File: config.mk
export PLATFORM = sky130hd
export DESIGN_NAME = prog_clk_div
export DESIGN_NICKNAME = d
export VERILOG_FILES = /design/src/rtl/clk_div_pkg.sv /design/src/rtl/clk_div_chan.sv /design/src/rtl/prog_clk_div.sv
export SDC_FILE = /design/constraint.sdc
export NUM_CORES = 1
export LEC_CHECK = 0
export CORE_MARGIN = 1.5
export CORE_UTILIZATION = 45
export DETAILED_ROUTE_END_ITERATION = 7
export PLACE_DENSITY_LB_ADDON = 0.15
export SLEW_MARGIN = 20
export SYNTH_ARGS = -nofsm -noshare
export SYNTH_HDL_FRONTEND = slang
export SYNTH_SLANG_ARGS = --single-unit
File: constraint.sdc
create_clock -name clk_in -period 6.3 [get_ports clk_in]
set_input_delay 0.945 -clock clk_in [delete_from_list [all_inputs] [get_ports clk_in]]
set_output_delay 0.945 -clock clk_in [all_outputs]
set_load 0.02 [all_outputs]
File: src/rtl/clk_div_pkg.sv
// clk_div_pkg: shared definitions for the programmable clock divider.
//   CLK_DIV_W              default counter/limit width
//   CLK_DIV_DEFAULT_LIMIT  half-period limit loaded at reset (50 MHz -> 1 kHz)
//   limit_t                limit type at the default width
//   ch_idx_w()             width of a channel index, never less than 1
package clk_div_pkg;

   localparam int unsigned CLK_DIV_W             = 16;
   localparam int unsigned CLK_DIV_DEFAULT_LIMIT = 24999;

   typedef logic [CLK_DIV_W-1:0] limit_t;

   function automatic int unsigned ch_idx_w(input int unsigned n);
      return (n <= 1) ? 1 : $clog2(n);
   endfunction

endpackage

File: src/rtl/clk_div_chan.sv
// clk_div_chan: one divider channel (counter, active/shadow limits, apply).
// Optional feature macro: CLKDIV_DUTY_EN (separate high-phase limit).
// Ports:
//   clk_in, ar         system clock, async active-high reset
//   en                 run enable; low holds the channel in low phase, count 0
//   sync               restart in phase, apply shadow
//   wr_en              decoded, accepted write for this channel
//   wr_low, wr_high    new limits (wr_high only with CLKDIV_DUTY_EN)
//   clk_out, tick      divided output, one-cycle rise pulse
//   pending            shadow holds a limit not yet applied
module clk_div_chan #(
   parameter int unsigned W             = 16,
   parameter int unsigned DEFAULT_LIMIT = 24999
) (
   input  logic         clk_in,
   input  logic         ar,
   input  logic         en,
   input  logic         sync,
   input  logic         wr_en,
   input  logic [W-1:0] wr_low,
`ifdef CLKDIV_DUTY_EN
   input  logic [W-1:0] wr_high,
`endif
   output logic         clk_out,
   output logic         tick,
   output logic         pending
);

   localparam logic [W-1:0] RST_LIM = W'(DEFAULT_LIMIT);

   logic [W-1:0] count;
   logic [W-1:0] lim_lo;
   logic [W-1:0] sh_lo;
   logic [W-1:0] lim_act;
   logic         at_lim;
   logic         apply;

`ifdef CLKDIV_DUTY_EN
   logic [W-1:0] lim_hi;
   logic [W-1:0] sh_hi;
   assign lim_act = clk_out ? lim_hi : lim_lo;
`else
   assign lim_act = lim_lo;
`endif

   // >= rather than == so a limit lowered below the running count still ends the phase
   assign at_lim = (count >= lim_act);
   // end of a full period is the running 1->0 transition
   assign apply  = sync | ~en | (clk_out & at_lim);

   always_ff @(posedge clk_in or posedge ar) begin
      if (ar) begin
         count   <= '0;
         clk_out <= 1'b0;
         tick    <= 1'b0;
      end else if (sync || !en) begin
         count   <= '0;
         clk_out <= 1'b0;
         tick    <= 1'b0;
      end else if (at_lim) begin
         count   <= '0;
         clk_out <= ~clk_out;
         tick    <= ~clk_out;
      end else begin
         count   <= count + 1'b1;
         tick    <= 1'b0;
      end
   end

   // Shadow equals active whenever pending is low, so applying unconditionally is safe.
   // On a write coinciding with apply, the old shadow moves to active and the new data stays pending.
   always_ff @(posedge clk_in or posedge ar) begin
      if (ar) begin
         lim_lo  <= RST_LIM;
         sh_lo   <= RST_LIM;
         pending <= 1'b0;
      end else begin
         if (apply)
            lim_lo <= sh_lo;
         if (wr_en) begin
            sh_lo   <= wr_low;
            pending <= 1'b1;
         end else if (apply) begin
            pending <= 1'b0;
         end
      end
   end

`ifdef CLKDIV_DUTY_EN
   always_ff @(posedge clk_in or posedge ar) begin
      if (ar) begin
         lim_hi <= RST_LIM;
         sh_hi  <= RST_LIM;
      end else begin
         if (apply)
            lim_hi <= sh_hi;
         if (wr_en)
            sh_hi <= wr_high;
      end
   end
`endif

endmodule

File: src/rtl/prog_clk_div.sv
// prog_clk_div: CH-channel runtime-programmable clock divider.
// Optional feature macro: CLKDIV_DUTY_EN (independent high/low half-periods).
// Ports:
//   clk_in, ar                    system clock, async active-high reset
//   en[CH]                        per-channel run enable
//   sync                          restart all channels in phase
//   wr_valid/wr_ready             limit write handshake (ready = not in reset)
//   wr_ch, wr_low, wr_high        target channel and new limits
//   clk_out[CH], tick[CH]         divided outputs and rise pulses
//   pending[CH]                   written limit awaiting apply
module prog_clk_div
   import clk_div_pkg::*;
#(
   parameter int unsigned CH            = 4,
   parameter int unsigned W             = CLK_DIV_W,
   parameter int unsigned DEFAULT_LIMIT = CLK_DIV_DEFAULT_LIMIT,
   localparam int unsigned CH_W         = ch_idx_w(CH)
) (
   input  logic            clk_in,
   input  logic            ar,
   input  logic [CH-1:0]   en,
   input  logic            sync,
   input  logic            wr_valid,
   output logic            wr_ready,
   input  logic [CH_W-1:0] wr_ch,
   input  logic [W-1:0]    wr_low,
   input  logic [W-1:0]    wr_high,
   output logic [CH-1:0]   clk_out,
   output logic [CH-1:0]   tick,
   output logic [CH-1:0]   pending
);

   logic wr_acc;

   assign wr_ready = ~ar;
   assign wr_acc   = wr_valid & wr_ready;

`ifndef CLKDIV_DUTY_EN
   logic unused_wr_high;
   assign unused_wr_high = ^wr_high;
`endif

   // An out-of-range wr_ch matches no channel, so the write is accepted and dropped.
   for (genvar i = 0; i < CH; i++) begin : g_ch
      logic wr_hit;
      assign wr_hit = wr_acc && (wr_ch == CH_W'(i));

      clk_div_chan #(
         .W             (W),
         .DEFAULT_LIMIT (DEFAULT_LIMIT)
      ) u_chan (
         .clk_in  (clk_in),
         .ar      (ar),
         .en      (en[i]),
         .sync    (sync),
         .wr_en   (wr_hit),
         .wr_low  (wr_low),
`ifdef CLKDIV_DUTY_EN
         .wr_high (wr_high),
`endif
         .clk_out (clk_out[i]),
         .tick    (tick[i]),
         .pending (pending[i])
      );
   end

endmodule

==> results.cfg <==
[outcome]
status = completed

[setup_path]
crit_path_start_kind = input pin
rr_endpoint = g_ch[0].u_chan.lim_act[3]
reg2regPathDepth = 8
arrival_ns = 2.27
worstPathRequired_ns = 5.35
path_class = input pin to output pin
worst_path_max_delay_cell = clkdlybuf4s50_1
end_kind = output pin
cp_cell_sequence = clkdlybuf4s50_1, clkinvlp_4, clkdlybuf4s50_1
slowest_delay_ns = 0.61
timing.rr.start = g_ch[0].u_chan.lim_act[2]
endpoint = wr_ready
crit_start = ar
cp_common_cell = clkdlybuf4s50_1
worstPathMaxFanout = 2
reg2reg_setup_slack_ns = 3.41

[routing]
wl_um = 18200
drtAntennaViolNets = 0
drc_errors = 0
wl_per_cell_um = 15.4
drt-initial-drc-count = 210
drtPass1Iterations = 4
route.vias.total = 5843
vias_per_cell = 4.94

[grt]
overflow = 0
grt_max_degree = 143
grt_usage_pct = 17.1
antenna_found_initial = 0
grt_pass1_vias = 5935
grt_pass1_wl_um = 30600

[clock_tree]
cts_resized = 0
cts_root_buffer = clkbuf_16
clkLatencyLatePin_ns = 0.51
cts_tree = yes
ctsHoldBuffers = 0
htree_levels = 1
cts.sinks = 204
cts_setup_buffers = 0
cts_made_buffers = 24
clk_pin_slew_ns = 0.06
clockBufferDepth = 3

[logic_synthesis]
ys_seq_area_share_pct = 52.3
mappedNetlistArea_um2 = 9910
synth_top_area_share_pct = 35.3
synth_common_cells = 140 x dfrtp_1, 119 x mux2_2, 90 x nor2_1, 73 x inv_1, 68 x ha_1
synth.most_common_cell = dfrtp_1
yosysWarnings = 0
ys_types = 48
yosysTopAreaCell = dfrtp_1
avgSynthCellArea_um2 = 11.8
syn_nets = 953
ys_ff_latch = 204
async_flop_share_pct = 100
synthTopCellsByArea = dfrtp_1 35%, dfstp_2 17%, mux2_2 14%, ha_1 8.6%, nor2_1 3.4%
synthCells = 843
synth_edf_count = 0
synth_flop_cell = dfrtp_1

[final_layout]
nets = 995
drive_above_1_share_pct = 27.4
area_growth_syn_to_layout_pct = 14.9
fillCellCount = 1898
antenna_cells = 0

[timing]
setup_tns_ns = 0
max_freq_mhz = 311
whs_ns = 0.476
min_period_over_period_pct = 51.1
worstMarginPinSlew_ns = 0.942
rsz0062_at_grt = false
post-route-min-period_ns = 3.22
finalClockSkew_ns = 0.0187
hold_viol_final = 0
finalSetupViolCount = 0
slew_headroom_pct = 37.2
final-max-slew-violation-count = 0

[die]
die_w_um = 151
dieArea_um2 = 22900
ios = 55
core_area_um2 = 21700
rows = 54
initial_utilization_pct = 45.7
die_y_um = 151

[worst_hold_path]
hold_class = register to register

[place]
numPortBuffers = 38
dpl.hpwl_um = 12300
place.gp.congestion = 0.764

[pwr]
fin_total_pwr_mw = 3.73
peakVddDrop_uv = 166
powerDensity_nw_per_um2 = 327
p_leak_nw = 5.10

[flow_run]
drv_cap = 0
-- area by class of cell --
class	instances	area (µm²)	area share, %
multi-input combinational	540	4280	37.6
sequential	204	5180	45.5
inverter	73	278	2.44
clock buffer	32	662	5.81
clock inverter	11	209	1.83
tap	280	350	3.08
timing repair buffer	42	423	3.71
-- critical path: cells and delay by family --
family,cells,cell delay [ns]
buffers and inverters,3,1.33
-- cell families (layout without fill, tap and decap cells) --
kind of cell / Yosys count / in the layout / share of synthesized area [%]
buffers and inverters: 99 / 158 / 4.52
AOI/OAI and AO/OA: 58 / 58 / 3.70
adders and majority gates: 68 / 68 / 8.58
DFF: 204 / 204 / 52.3
and+or+nand+nor: 232 / 232 / 11.2
muxes: 128 / 128 / 14.9
xor gates and xnor gates: 54 / 54 / 4.77
-- per-layer routing --
| metal | track usage [%] | routed length, µm |
|---|---|---|
| met5 | 0 | 0 |
| met4 | 4.71 | 323 |
| met3 | 2.74 | 522 |
| met2 | 27.5 | 8300 |
| met1 | 24.1 | 9020 |
-- state kept, by name (all words and copies together), names as in the netlist --
name                 flops
g_ch.u_chan.count       64
g_ch.u_chan.sh_lo       64
g_ch.u_chan.clk_out      4
g_ch.u_chan.pending      4
g_ch.u_chan.lim_act     64
g_ch.u_chan.tick         4
-- report_power, final --
group | total [mW] | internal (mW) | switching [mW]
Combinational | 0.507 | 0.274 | 0.233
Clock | 1.52 | 0.982 | 0.540
Sequential | 1.70 | 1.59 | 0.105
Total | 3.73 | 2.85 | 0.878
-- per-stage QoR --
stage          cell area, µm²  utilization, %  cells  setup slack [ns]
2_1_floorplan            9920               -    843              1.94
3_3_place_gp            10500            48.5   1139              2.85
3_5_place_dp            10500            48.5   1139              2.79
4_1_cts                 11400            52.5   1182              3.03
5_1_grt                 11400            52.5   1182              3.03
6_report                11400            52.5   1182              3.08
-- cell usage in the layout (no fill, tap or decap), types with 2 or more instances in the layout --
master,instances
a211oi_1,3
a21o_1,2
a21oi_1,25
and3_1,13
buf_4,3
bufinv_16,6
clkbuf_1,6
clkbuf_16,25
clkdlybuf4s50_1,38
clkinv_2,4
dfrtp_1,140
dfstp_2,64
ha_1,68
inv_1,72
mux2_2,119
mux2_4,9
nand2_1,41
nand2_2,2
nand2b_1,6
nand3_1,27
nand4_1,18
nor2_1,90
nor2b_1,7
nor3_1,9
nor3b_1,2
nor4_1,6
o21ai_0,13
o21ai_2,2
o21bai_1,2
o22ai_1,3
or3_1,2
xnor2_1,22
xor2_1,32
-- worst min path at each step --
stage / start / to / slack, ns / cells past startpoint
floorplan: g_ch[0].u_chan.pending / g_ch[0].u_chan.pending / 0.45 / 1
global placement: g_ch[2].u_chan.pending / g_ch[2].u_chan.pending / 0.46 / 1
detailed placement: g_ch[0].u_chan.pending / g_ch[0].u_chan.pending / 0.47 / 1
CTS: g_ch[2].u_chan.pending / g_ch[2].u_chan.pending / 0.48 / 1
global route: g_ch[2].u_chan.pending / g_ch[2].u_chan.pending / 0.50 / 1
finish: g_ch[2].u_chan.pending / g_ch[2].u_chan.pending / 0.48 / 1
No activity file was read; power rests on OpenSTA's default activity.
